`src/rtl/msrv32_pc_fetch_ctrl.sv`:
```
`default_nettype none
// ============================================================================
// Module   : msrv32_pc_fetch_ctrl
// Brief    : PC register and single-outstanding instruction-fetch controller
//            with trap/redirect priority and in-flight response kill.
// Revision : 1.0 - initial release
// ============================================================================
module msrv32_pc_fetch_ctrl #(
    parameter int unsigned     XLEN        = 32,
    parameter logic [XLEN-1:0] BOOT_ADDR   = '0,
    parameter int unsigned     RESET_DELAY = 2,
    parameter int unsigned     CNT_W       = 32
) (
    input  logic             clk_in,
    input  logic             rst_in,
    input  logic             trap_in,
    input  logic [XLEN-1:0]  trap_vec_in,
    input  logic             redirect_in,
    input  logic [XLEN-1:0]  redirect_pc_in,
    input  logic             stall_in,
    output logic             imem_req_out,
    output logic [XLEN-1:0]  imem_addr_out,
    input  logic             imem_gnt_in,
    input  logic             imem_rvalid_in,
    input  logic [31:0]      imem_rdata_in,
    output logic [XLEN-1:0]  pc_out,
    output logic [31:0]      instr_out,
    output logic [XLEN-1:0]  instr_pc_out,
    output logic             instr_valid_out,
    output logic             misaligned_out,
    output logic [XLEN-1:0]  misaligned_addr_out,
    output logic [CNT_W-1:0] fetch_cnt_out
);

    typedef enum logic [2:0] {
        S_BOOT = 3'd0,
        S_REQ  = 3'd1,
        S_WAIT = 3'd2,
        S_KILL = 3'd3,
        S_HOLD = 3'd4
    } state_t;

    localparam logic [31:0] c_DLY_LAST = (RESET_DELAY > 0) ? 32'(RESET_DELAY - 1) : 32'd0;

    state_t             r_state;
    logic [XLEN-1:0]    r_pc;
    logic [31:0]        r_instr;
    logic [XLEN-1:0]    r_instr_pc;
    logic               r_valid;
    logic               r_mis;
    logic [XLEN-1:0]    r_mis_addr;
    logic [CNT_W-1:0]   r_cnt;
    logic [31:0]        r_delay;

    logic               w_redir_aligned;
    logic               w_redir_bad;
    logic               w_upd;
    logic [XLEN-1:0]    w_upd_pc;
    logic               w_boot_done;

    // Trap beats redirect; a misaligned redirect is only reported when no trap hides it.
    assign w_redir_aligned = redirect_in && (redirect_pc_in[1:0] == 2'b00);
    assign w_redir_bad     = redirect_in && !trap_in && (redirect_pc_in[1:0] != 2'b00);
    assign w_upd           = trap_in || w_redir_aligned;
    assign w_upd_pc        = trap_in ? (trap_vec_in & ~XLEN'(3)) : redirect_pc_in;
    assign w_boot_done     = (r_delay >= c_DLY_LAST);

    always_ff @(posedge clk_in or negedge rst_in) begin
        if (!rst_in) begin
            r_state    <= S_BOOT;
            r_pc       <= BOOT_ADDR;
            r_instr    <= '0;
            r_instr_pc <= '0;
            r_valid    <= 1'b0;
            r_mis      <= 1'b0;
            r_mis_addr <= '0;
            r_cnt      <= '0;
            r_delay    <= '0;
        end else begin
            r_mis <= w_redir_bad;
            if (w_redir_bad) begin
                r_mis_addr <= redirect_pc_in;
            end

            case (r_state)
                S_BOOT: begin
                    if (w_upd) begin
                        r_pc <= w_upd_pc;
                    end
                    if (w_boot_done) begin
                        r_state <= S_REQ;
                    end else begin
                        r_delay <= r_delay + 32'd1;
                    end
                end

                S_REQ: begin
                    if (w_upd) begin
                        r_pc <= w_upd_pc;
                        if (imem_gnt_in) begin
                            r_state <= S_KILL;
                        end
                    end else if (imem_gnt_in) begin
                        r_state <= S_WAIT;
                    end
                end

                S_WAIT: begin
                    if (w_upd) begin
                        r_pc    <= w_upd_pc;
                        r_state <= imem_rvalid_in ? S_REQ : S_KILL;
                    end else if (imem_rvalid_in) begin
                        r_instr    <= imem_rdata_in;
                        r_instr_pc <= r_pc;
                        r_valid    <= 1'b1;
                        r_pc       <= r_pc + XLEN'(4);
                        r_state    <= S_HOLD;
                    end
                end

                // Response here belongs to a discarded request: drop it.
                S_KILL: begin
                    if (w_upd) begin
                        r_pc <= w_upd_pc;
                    end
                    if (imem_rvalid_in) begin
                        r_state <= S_REQ;
                    end
                end

                S_HOLD: begin
                    if (w_upd) begin
                        r_pc    <= w_upd_pc;
                        r_valid <= 1'b0;
                        r_state <= S_REQ;
                    end else if (r_valid && !stall_in) begin
                        r_valid <= 1'b0;
                        r_cnt   <= r_cnt + CNT_W'(1);
                        r_state <= S_REQ;
                    end
                end

                default: begin
                    r_state <= S_BOOT;
                end
            endcase
        end
    end

    assign imem_req_out        = (r_state == S_REQ);
    assign imem_addr_out       = r_pc;
    assign pc_out              = r_pc;
    assign instr_out           = r_instr;
    assign instr_pc_out        = r_instr_pc;
    assign instr_valid_out     = r_valid;
    assign misaligned_out      = r_mis;
    assign misaligned_addr_out = r_mis_addr;
    assign fetch_cnt_out       = r_cnt;

endmodule
`default_nettype wire
```
`config.mk`:
```
export PLATFORM = sky130hd
export DESIGN_NAME = msrv32_pc_fetch_ctrl
export DESIGN_NICKNAME = d
export VERILOG_FILES = /design/src/rtl/msrv32_pc_fetch_ctrl.sv
export SDC_FILE = /design/constraint.sdc
export NUM_CORES = 1
export LEC_CHECK = 0
export BUFFER_PORTS_ARGS = -buffer_cell sky130_fd_sc_hd__buf_2
export CORE_MARGIN = 3
export CORE_UTILIZATION = 51
export CTS_CLUSTER_SIZE = 28
export DETAILED_ROUTE_END_ITERATION = 10
export PLACE_DENSITY = 0.76
export SYNTH_ARGS = -nofsm -noshare
export SYNTH_HDL_FRONTEND = slang
export SYNTH_SLANG_ARGS = --single-unit
```
`constraint.sdc`:
```
create_clock -name clk_in -period 2 [get_ports clk_in]
set_input_delay 0.4 -clock clk_in [delete_from_list [all_inputs] [get_ports clk_in]]
set_output_delay 0.4 -clock clk_in [all_outputs]
set_load 0.1 [all_outputs]
```
==> summary by stage, run 1 <==
Run status
The flow ran to the end, and the final reports show no timing, DRC or antenna violations.

Placed design
The cell area after placement is 0.0110 mm². Once placement completed, the tool counted placed cells totaling 1206. The total of buffers placed on input and output ports is 295. After legalization and detailed placement, the total HPWL measured 17.2 mm. The last weighted congestion value of the routability-driven placer is 0.856.

Critical path
The worst register-to-register path ends at instr_pc_out[0]$_DFFE_PN0P_. The total buffers and inverters traversed by the critical path is 2. Data arrives at the worst endpoint at 1550 ps. On the critical path, the stage with the largest delay is an instance of sky130_fd_sc_hd__dfrtp_1. The critical path class is reg -> out. The worst setup path is launched from a flip-flop. The worst-case register-to-register setup slack is 80 ps.

STA classifies the critical path endpoint as an output pin. The biggest cell delay along the critical path is 450 ps. Among cell families on the critical path, the largest total delay comes from flip-flops. The worst register-to-register path has a depth of 6.

The data required time of the critical path is 1600 ps. The signal on the critical path passes through buf_4 -> nor3b_4 -> buf_12. The maximum net fanout on the critical path is 8. The worst register-to-register path begins at r_state[2]$_DFFE_PN0P_.

Timing
The remaining max-slew budget at the tightest pin is 66.2%. The smallest clock period supported by the final layout is computed as 1950 ps. Setup repair after global routing could not meet its margin everywhere. After layout, the worst path uses 97.3% of the clock period. The number of slew-limit violations in the final report is 0. The slew of the pin with the lowest slew margin is 511 ps. The worst-case clock skew is 6.12 ps.

Static timing analysis puts the maximum clock frequency at 0.514 GHz. The final hold violation count came to 0. Setup violations remaining at the end of the flow were counted as 0.

Hold path
Along the worst hold path, the cell count comes to 2. The path type of the worst min-delay path is in -> reg. The startpoint of the lowest-slack hold path is imem_rdata_in[19]. The destination of the worst hold path is instr_out[19]$_DFFE_PN0P_.

Global route
The initial antenna violation count is 1. The via count of the first global-routing pass is 6928. The first global-routing pass estimated 37.4 mm of wire. The most used routing layer is met2. Global routing finished with a remaining overflow of 0. For this run, global-route usage on met1 was measured as 32.2%. Across every metal layer, demand over resource in global routing totals 23.9%. Global routing consumed, on the met2 layer, 38.9% of the routing resources. The met3 capacity usage during global routing is 5.02%.

Entering global routing, the biggest net connects 50 pins.

Final layout
The synthesis-to-layout area growth is 26.8%. The final instance area is 0.0117 mm². The share of cells above drive strength 1 is 54.9%. The count of cells in the finished layout, fillers not included, comes to 1244.

In the final design database the tool counted 1113 nets.

Die
The area of the die is 0.0197 mm². The die outline width is 140 µm. Row generation in the floorplan step produced 48 rows. Pin placement for this block handled 298 I/O pins. The height of the die is 140 µm. For this configuration, the core starts out at a cell density of 52.7%. The placeable core region is 0.0175 mm².

CTS
The TritonCTS clock tree is yes. The later pin in the worst-skew pair is clocked with a latency of 440 ps. The master cell of the clock root buffer is sky130_fd_sc_hd__clkbuf_16. The clock-pin transition on the worst setup and hold timing paths is 70 ps. The CTS H-tree depth is 4.

Clock tree synthesis found a total of 197 sinks. The TritonCTS buffer count is 17. The clock passes through at most 2 buffers.

Logic synthesis
By area the synthesized netlist is led by sky130_fd_sc_hd__dfrtp_1, sky130_fd_sc_hd__mux2_2, sky130_fd_sc_hd__mux2_4. The mapped netlist covers 0.00921 mm². The commonest cells after synthesis are sky130_fd_sc_hd__dfrtp_1, sky130_fd_sc_hd__mux2_2, sky130_fd_sc_hd__mux2_4.

The number of library cell types mapped by synthesis is 67. The average cell area after synthesis is 12.4 µm². For this run, asynchronously set or reset flops after synthesis account for 100%. The number of synthesized flops with an enable pin is 0. The post-synth net total is 848. Summing the sequential cell areas from Yosys gives 53.5% of the chip area.

The synthesis warning total is 0. The cell type with the highest aggregate area in the netlist is sky130_fd_sc_hd__dfrtp_1. The most instantiated flip-flop cell in the synthesis netlist is sky130_fd_sc_hd__dfrtp_1. The most frequently used cell type in the post-synthesis netlist is sky130_fd_sc_hd__dfrtp_1. The synthesized design devotes to its leading area cell type 53.5% of total area. Counting every instance in the synthesized netlist gives 740. In this run, synthesis produced a sequential element count of 197.

Drt
For this run, design rule violations remaining after detail routing come to 0. In the final routed layout, each cell accounts on average for 18.9 µm. The number of search-and-repair iterations in the first detailed-routing pass is 8. The via-per-instance ratio is 5.49. Detailed routing inserted a total of 6830 vias. The detailed router finished its first iteration with 390 violations.

Once detail routing completed, the nets flagged for antenna violations numbered 0. The sum of routed wire length over all layers is 23.5 mm.

Flow run
Max-cap violations in this run came to 0.
[worst register-to-register path, cell delays in order, from the launching register on]
cell and delay, ps:
sky130_fd_sc_hd__dfrtp_2 480, sky130_fd_sc_hd__mux2i_1 310, sky130_fd_sc_hd__nor3_4 120, sky130_fd_sc_hd__buf_4 160, sky130_fd_sc_hd__nand2_4 110, sky130_fd_sc_hd__buf_4 260, sky130_fd_sc_hd__mux2_2 370
[worst max path at each step]
| stage | startpoint | endpoint | slack (ps) | cells past startpoint |
|---|---|---|---|---|
| after floorplan | fetch_cnt_out[10]$_DFFE_PN0P_ | fetch_cnt_out[27]$_DFFE_PN0P_ | 1 | 5 |
| after global placement | redirect_in | imem_addr_out[13]$_DFFE_PN0P_ | -9 | 8 |
| after detailed placement | redirect_in | imem_addr_out[28]$_DFFE_PN0P_ | 9 | 7 |
| after CTS | r_state[2]$_DFFE_PN0P_ | imem_req_out | 20 | 3 |
| after global routing | r_state[2]$_DFFE_PN0P_ | imem_addr_out[13]$_DFFE_PN0P_ | -20 | 7 |
| final | r_state[1]$_DFFE_PN0P_ | imem_req_out | 50 | 3 |
[final cells by class]
cell class / count / area (µm²)
Antenna cell: 1 / 2.50
Clock buffer: 19 / 453
Clock inverter: 13 / 159
Fill cell: 1293 / 5790
Inverter: 4 / 15.0
Multi-Input combinational cell: 437 / 3720
Sequential cell: 197 / 5020
Tap cell: 225 / 282
Timing Repair Buffer: 348 / 2030
[per-layer routing]
| metal | part of all wire, % | vias to the layer above | wire [µm] |
|---|---|---|---|
| li1 | - | 3150 | - |
| met1 | 43 | 3382 | 10100 |
| met2 | 49 | 266 | 11500 |
| met3 | 5.9 | 32 | 1370 |
| met4 | 1.9 | 0 | 454 |
| met5 | 0 | - | 0 |
[stage by stage]
stage | setup slack, ps | util, % | setup TNS, ps | hold slack (ps)
2_1_floorplan | 1.46 | - | 0 | 104
5_1_grt | -16.3 | 66.9 | -32.3 | 177
4_1_cts | 25.0 | 66.6 | 0 | 174
6_report | 53.3 | 66.9 | 0 | 188
3_5_place_dp | 8.93 | 63.0 | 0 | 367
3_3_place_gp | -8.72 | 63.0 | -8.72 | 365
[cell usage in the layout (no fill, tap or decap), types with 11 or more instances in the layout]
master | netlist | layout
sky130_fd_sc_hd__dfrtp_1 | 197 | 149
sky130_fd_sc_hd__dfrtp_4 | 0 | 14
sky130_fd_sc_hd__mux2_4 | 48 | 48
sky130_fd_sc_hd__a21oi_1 | 32 | 32
sky130_fd_sc_hd__o21ai_0 | 16 | 16
sky130_fd_sc_hd__buf_4 | 37 | 41
sky130_fd_sc_hd__nand2_1 | 31 | 31
sky130_fd_sc_hd__dfrtp_2 | 0 | 34
sky130_fd_sc_hd__xnor2_1 | 24 | 24
sky130_fd_sc_hd__mux2i_1 | 12 | 12
sky130_fd_sc_hd__nand4_1 | 13 | 13
sky130_fd_sc_hd__buf_12 | 0 | 11
sky130_fd_sc_hd__mux2_2 | 64 | 64
sky130_fd_sc_hd__clkbuf_16 | 0 | 17
sky130_fd_sc_hd__nand3_1 | 30 | 30
sky130_fd_sc_hd__and3_1 | 14 | 14
sky130_fd_sc_hd__nor2_1 | 19 | 19
sky130_fd_sc_hd__buf_2 | 21 | 293
[timing repair]
| action | in CTS | in global routing |
|---|---|---|
| hold buffers | 1 | 0 |
| gates resized for setup | 1 | 4 |
| hold endpoints to repair | 43 | 0 |
| setup endpoints to repair | 1 | 9 |
| setup buffers | 0 | 4 |
| pin swaps | 0 | 3 |
[flip-flops by register name, indices dropped and copies added, names as in the netlist]
signal	cells
instr_out	32
instr_pc_out	32
imem_addr_out	32
fetch_cnt_out	32
instr_valid_out	1
r_state	3
r_delay	32
misaligned_addr_out	32
misaligned_out	1
[kinds of logic (layout without fill, tap and decap cells)]
kind of cell / after synthesis / count (layout) / synth area share [%]
xor+xnor: 32 / 32 / 3.04
mux: 124 / 124 / 16.9
simple gates: 165 / 165 / 10.9
other cells: 0 / 1 / 0
buf+inv: 106 / 384 / 6.85
fa+ha+maj: 5 / 5 / 0.679
flops: 197 / 197 / 53.5
compound gates: 111 / 111 / 8.09
Power of run 1 is left out: the tool's default activity adds up to more than one toggle a clock period on the data nets, which glitch-free logic cannot reach.
==> run 2, diff against run 1 <==
CORE_UTILIZATION = 55   (was 51)
PLACE_DENSITY = 0.82   (was 0.76)
clock period = 2.3 ns   (was 2 ns; I/O delays follow)
==> summary by stage, run 2 (synthesis gave the netlist of run 1 again) <==
Die
The initial standard-cell utilization of the core is 57.2% (+4.5 points). The height of the die was 135 µm (-3.5%). The placement row count is 46 (-4.2%).

The number of top-level pins was 298 (unchanged). The area of the die is 0.0183 mm² (-7.0%). The die outline width is 135 µm (-3.5%). The placeable core region is 0.0161 mm² (-7.8%).

Timing
The worst-case clock skew is 9.37 ps (+3.25 ps). Setup repair after global routing left no endpoint under its margin. The shortest clock period the worst path allows after layout is 2160 ps. The slew of the pin with the lowest slew margin is 511 ps (-0.380 ps). The remaining max-slew budget at the tightest pin is 66.2% (about the same). The final hold violation count is 0 (unchanged). The post-route clock period utilization is 93.9%. The number of slew-limit violations in the final report came to 0 (unchanged). Based on the critical path, the design can be clocked at up to 0.463 GHz. The smallest hold slack came to 251 ps (+63.5 ps).

The count of final setup violators is 0 (unchanged). The final total negative setup slack came to 0 ps (unchanged).

Drt
The sum of routed wire length over all layers is 22.8 mm (-2.9%). The iteration-0 DRC count of the detailed router is 529 (+36%). The per-cell routed wire length was 18.8 µm (about the same). The via-per-instance ratio came to 5.59 (+1.7%). The total number of vias came to 6753 (-1.1%). The remaining antenna violation count came to 0 (unchanged).

The met2 wire length is 11.1 mm (-3.5%). The DRC violation count after routing is 0 (unchanged). The met3 wirelength from detailed routing was 1.65 mm (+20%). The number of search-and-repair iterations in the first detailed-routing pass is 5 (-3). The routed metal-1 wirelength came to 9.42 mm (-6.7%).

The highest layer touched by signal routing is met4.

Final layout
The share of cells above drive strength 1 came to 50.9% (-4.0 points). The top cell types in the final layout, fill and taps aside, are sky130_fd_sc_hd__buf_2, sky130_fd_sc_hd__dfrtp_1, sky130_fd_sc_hd__mux2_2. The area of combinational cells with multiple inputs was 0.00368 mm² (-0.94%). The total area of sequential cells came to 0.00496 mm² (-1.3%). The most frequent standard cell in the layout excluding fill and tap cells is sky130_fd_sc_hd__buf_2. Compared with the post-synthesis result, the final layout area differs by 22.3%. The fill cell instance count of the final layout is 1153 (-11%). The layout net count came to 1087 (-2.3%).

CTS
The number of setup buffers added after CTS came to 0 (unchanged). The clock latency on the worst-skew pair is 430 ps (about the same). The tree is rooted in a sky130_fd_sc_hd__clkbuf_16. The maximum count of clock buffers along a single path is 2 (unchanged). The clock-pin transition on the worst setup and hold timing paths is 70 ps (about the same).

The TritonCTS buffer count is 17 (unchanged). TritonCTS built the clock tree. The number of gates resized after cts is 0 (-1). The CTS H-tree depth is 4 (unchanged). The number of clock sinks is 197 (unchanged).

Global route
The via count of the first global-routing pass is 6658 (-3.9%). The total global routing track utilization is 24.8% (+0.90 points). The total congestion overflow after global routing is 0 (unchanged). The first-pass GRT wire length is 35.6 mm (-4.9%). The initial antenna violation count is 0 (-1). The maximum number of pins on one net before global-route repair is 55 (+10%).

Critical path
The cell with the biggest individual delay on the critical path is sky130_fd_sc_hd__dfrtp_1. The endpoint of the worst register-to-register path is imem_addr_out[21]$_DFFE_PN0P_. The worst setup path is captured at an output pin.

The maximum net fanout on the critical path came to 7 (-1). The reg-to-reg critical path startpoint is r_state[2]$_DFFE_PN0P_. The worst endpoint data arrival time is 1700 ps (+150 ps).

The worst setup path is launched from a flip-flop. The worst reg2reg path depth is 7 (+1). The data required time of the critical path is 1840 ps (+240 ps). The critical path class is reg -> out. The worst-case register-to-register setup slack is 160 ps (+80 ps). The biggest cell delay along the critical path is 480 ps (+30 ps).

The signal on the critical path passes through buf_4 -> nor3b_2 -> buf_2.

Placed design
The last weighted congestion value of the routability-driven placer was 0.835 (-2.5%). The sum of net half-perimeters after detailed placement is 16.6 mm (-3.6%). The total of buffers placed on input and output ports came to 295 (unchanged).

Hold path
The worst hold path begins at imem_rdata_in[14]. In this run the worst hold path is classified as in -> reg. For hold timing, the worst endpoint is instr_out[14]$_DFFE_PN0P_. The worst hold path depth is 2 (unchanged).

Flow run
The total of max-cap violations is 0 (unchanged).

Run status
The flow ran to the end, and the final reports show no timing, DRC or antenna violations.
[run 2: cell count changes in the layout (fill, tap and decap cells not counted), sizes merged]
cell and change:
clkbuf -1, buf -26, clkinvlp +1
[run 2: timing repair]
action / 4_1_cts / 5_1_grt
setup endpoints to repair: 0 / 0
hold endpoints to repair: 28 / 0
hold buffers: 1 / 0
[run 2: worst max path at each step]
stage	startpoint	to	slack, ps
3_3_place_gp	redirect_in	instr_pc_out[26]$_DFFE_PN0P_	210
3_5_place_dp	redirect_pc_in[1]	instr_pc_out[24]$_DFFE_PN0P_	200
5_1_grt	r_state[2]$_DFFE_PN0P_	imem_addr_out[28]$_DFFE_PN0P_	20
4_1_cts	r_state[0]$_DFFE_PN0P_	imem_req_out	110
6_report	r_state[0]$_DFFE_PN0P_	imem_req_out	140
2_1_floorplan	imem_addr_out[14]$_DFFE_PN0P_	imem_addr_out[31]$_DFFE_PN0P_	8
[run 2: final cells by class]
class	count	share of cell area, %
tap	216	2.40
clock buffer	18	3.81
multi-input combinational	437	32.7
antenna	1	0.0222
clock inverter	14	1.23
inverter	4	0.133
timing repair buffer	322	15.7
sequential	197	44.0
[run 2: worst max-delay path, delay by kind of cell (launching register included)]
kind	cells	cell delay [ps]
buffers and inverters	2	640
and+or+nand+nor	1	150
DFF	1	480
[run 2: routing by layer]
metal	track usage, %	up-vias
met5	0	-
met4	8.68	0
met3	5.79	48
met2	39.9	309
met1	33.2	3287
li1	-	3109
[run 2: stage by stage]
stage | setup slack (ps) | util, % | cells | instance area, µm²
final | 141 | 69.9 | 1209 | 11300
after global routing | 21.7 | 69.9 | 1208 | 11300
after CTS | 114 | 69.9 | 1208 | 11300
after detailed placement | 199 | 66.3 | 1175 | 10700
after global placement | 214 | 66.3 | 1175 | 10700
after floorplan | 8.41 | - | 740 | 9250
Power of run 2 is left out for the same reason.
==> run 3, diff against run 2 <==
CORE_UTILIZATION = 46   (was 55)
PLACE_DENSITY = 0.72   (was 0.82)
clock period = 1.9 ns   (was 2.3 ns; I/O delays follow)
==> summary by stage, run 3 (synthesis gave the netlist of run 1 again) <==
Die
The number of top-level pins is 298 (unchanged). The die outline width was 148 µm (+8.9%). The initial standard-cell utilization of the core is 47.0% (-10 points).

The height of the die was 148 µm (+8.9%). The placement row count is 51 (+11%). The placeable core region is 0.0196 mm² (+22%). The area of the die is 0.0218 mm² (+19%).

Placed design
The total of buffers placed on input and output ports came to 295 (unchanged). The placed cell count is 1249 (+6.3%). The cell area after placement is 0.0112 mm² (+4.6%). The last weighted congestion value of the routability-driven placer came to 0.800 (-4.2%). The sum of net half-perimeters after detailed placement is 16.5 mm (-0.63%). The setup slack after placement is -66.6 ps (-265 ps).

Timing
The final hold violation count is 0 (unchanged). The count of final setup violators is 0 (unchanged). The post-layout worst setup margin was 35.2 ps (-106 ps). The remaining max-slew budget at the tightest pin is 63.4% (-2.8 points). The worst-case clock skew is 11.0 ps (+1.68 ps).

Setup repair after global routing could not meet its margin everywhere. The number of slew-limit violations in the final report is 0 (unchanged). The maximum frequency from static timing analysis is 0.536 GHz. The post-route clock period utilization is 98.1%. The routed design could run at a clock period as short as 1860 ps. The slew of the pin with the lowest slew margin is 553 ps (+42.3 ps).

CTS
The CTS H-tree depth is 4 (unchanged). The clock-pin transition on the worst setup and hold timing paths came to 80 ps (about the same). The number of clock sinks came to 197 (unchanged). The TritonCTS buffer count is 17 (unchanged). The root buffer cell chosen for the clock tree is sky130_fd_sc_hd__clkbuf_16. The maximum count of clock buffers along a single path is 2 (unchanged). The clock latency on the worst-skew pair is 430 ps (about the same). The TritonCTS clock tree is yes.

Global route
The first-pass GRT wire length is 36.3 mm (+1.9%). The total congestion overflow after global routing was 0 (unchanged). The initial antenna violation count is 1 (+1). The total global routing track utilization is 20.9% (-3.9 points). The maximum number of pins on one net before global-route repair is 59 (+7.3%). The via count of the first global-routing pass is 6802 (+2.2%).

Final layout
Leaving out fill and tap cells, the most frequent cells in the layout are sky130_fd_sc_hd__buf_2, sky130_fd_sc_hd__dfrtp_1, sky130_fd_sc_hd__mux2_2. The layout net count is 1130 (+4.0%). The final core utilization was 61.3% (-8.6 points). The final instance area is 0.0120 mm² (+6.6%).

The share of cells above drive strength 1 is 57.3% (+6.4 points). The post-layout instance count excluding filler cells came to 1300 (+7.5%). The fill cell instance count of the final layout came to 1587 (+38%).

The final antenna diode count was 0 (-1). The library cell used most frequently in the layout, excluding fill and tap cells, is sky130_fd_sc_hd__buf_2. The synthesis-to-layout area growth is 30.3%.

Drt
The iteration-0 DRC count of the detailed router is 414 (-22%). The DRC violation count after routing is 0 (unchanged). The via-per-instance ratio is 5.23 (-6.3%).

The total number of vias was 6804 (+0.76%). The per-cell routed wire length came to 17.8 µm (-5.7%). The number of search-and-repair iterations in the first detailed-routing pass was 4 (-1). The sum of routed wire length over all layers is 23.1 mm (+1.4%). The remaining antenna violation count is 0 (unchanged).

Hold path
The path type of the worst min-delay path is in -> reg.

Critical path
The worst endpoint data arrival time is 2180 ps (+480 ps). The critical path is of the reg -> reg type. The data required time of the critical path is 2220 ps (+380 ps). The maximum net fanout on the critical path was 35 (+28).

The worst setup path is launched from a flip-flop. The worst setup path is captured at a flip-flop.

Flow run
The total of max-cap violations is 0 (unchanged).

Run status
The flow ran to the end, and the final reports show no timing, DRC or antenna violations.
run 3: changes by cell type in the layout (fill, tap and decap cells not counted), moves of 7 or more:
cell	previous run	this run
sky130_fd_sc_hd__buf_4	20	53
sky130_fd_sc_hd__dfrtp_1	173	145
sky130_fd_sc_hd__dfrtp_4	0	25
sky130_fd_sc_hd__buf_12	6	13
run 3: stage by stage:
stage / hold slack [ps] / TNS [ps]
finish: 171 / 0
floorplan: 84.4 / -137
global placement: 323 / -816
CTS: 153 / 0
detailed placement: 321 / -2280
global route: 156 / -501
run 3: metal layers:
metal | vias to the layer above | part of all wire [%] | global-route usage (%)
li1 | 3174 | - | -
met3 | 32 | 4.8 | 3.86
met1 | 3404 | 42 | 26.6
met2 | 192 | 51 | 36.2
met5 | - | 0.030 | 0
met4 | 2 | 1.6 | 6.66
run 3: timing repair:
item,CTS,global route
pin swaps,0,12
resized for setup,2,17
hold endpoints to repair,33,0
cloned,0,1
setup endpoints to repair,10,26
hold buffers,1,0
buffers inserted,0,17
run 3: area by class of cell:
class                           count  area, µm²  area share [%]
Sequential cell                   197       5060            42.1
Clock inverter                     15        166            1.39
Multi-Input combinational cell    437       3810            31.7
Tap cell                          265        332            2.76
Timing Repair Buffer              365       2200            18.3
Inverter                            4       15.0           0.125
Clock buffer                       17        425            3.54
run 3: worst max-delay path, cell delays in order, from the launching register on:
cell and delay (ps):
sky130_fd_sc_hd__dfrtp_2 450, sky130_fd_sc_hd__mux2i_2 180, sky130_fd_sc_hd__nor3_4 310, sky130_fd_sc_hd__buf_4 180, sky130_fd_sc_hd__nand2_4 70, sky130_fd_sc_hd__buf_12 200, sky130_fd_sc_hd__mux2_4 330
run 3: worst paths after layout:
check	from	end	slack, ps	depth (start not counted)
worst max-delay path	r_state[0]$_DFFE_PN0P_	instr_out[9]$_DFFE_PN0P_	40	6
worst min-delay path	imem_rdata_in[4]	instr_out[4]$_DFFE_PN0P_	170	2
worst max register to register	r_state[0]$_DFFE_PN0P_	instr_out[9]$_DFFE_PN0P_	40	6
worst min register to register	r_delay[23]$_DFFE_PN0P_	r_delay[23]$_DFFE_PN0P_	380	0
max in group asynchronous	rst_in	fetch_cnt_out[10]$_DFFE_PN0P_	820	3
min in group asynchronous	rst_in	instr_pc_out[15]$_DFFE_PN0P_	410	2
Power of run 3 is left out for the same reason.
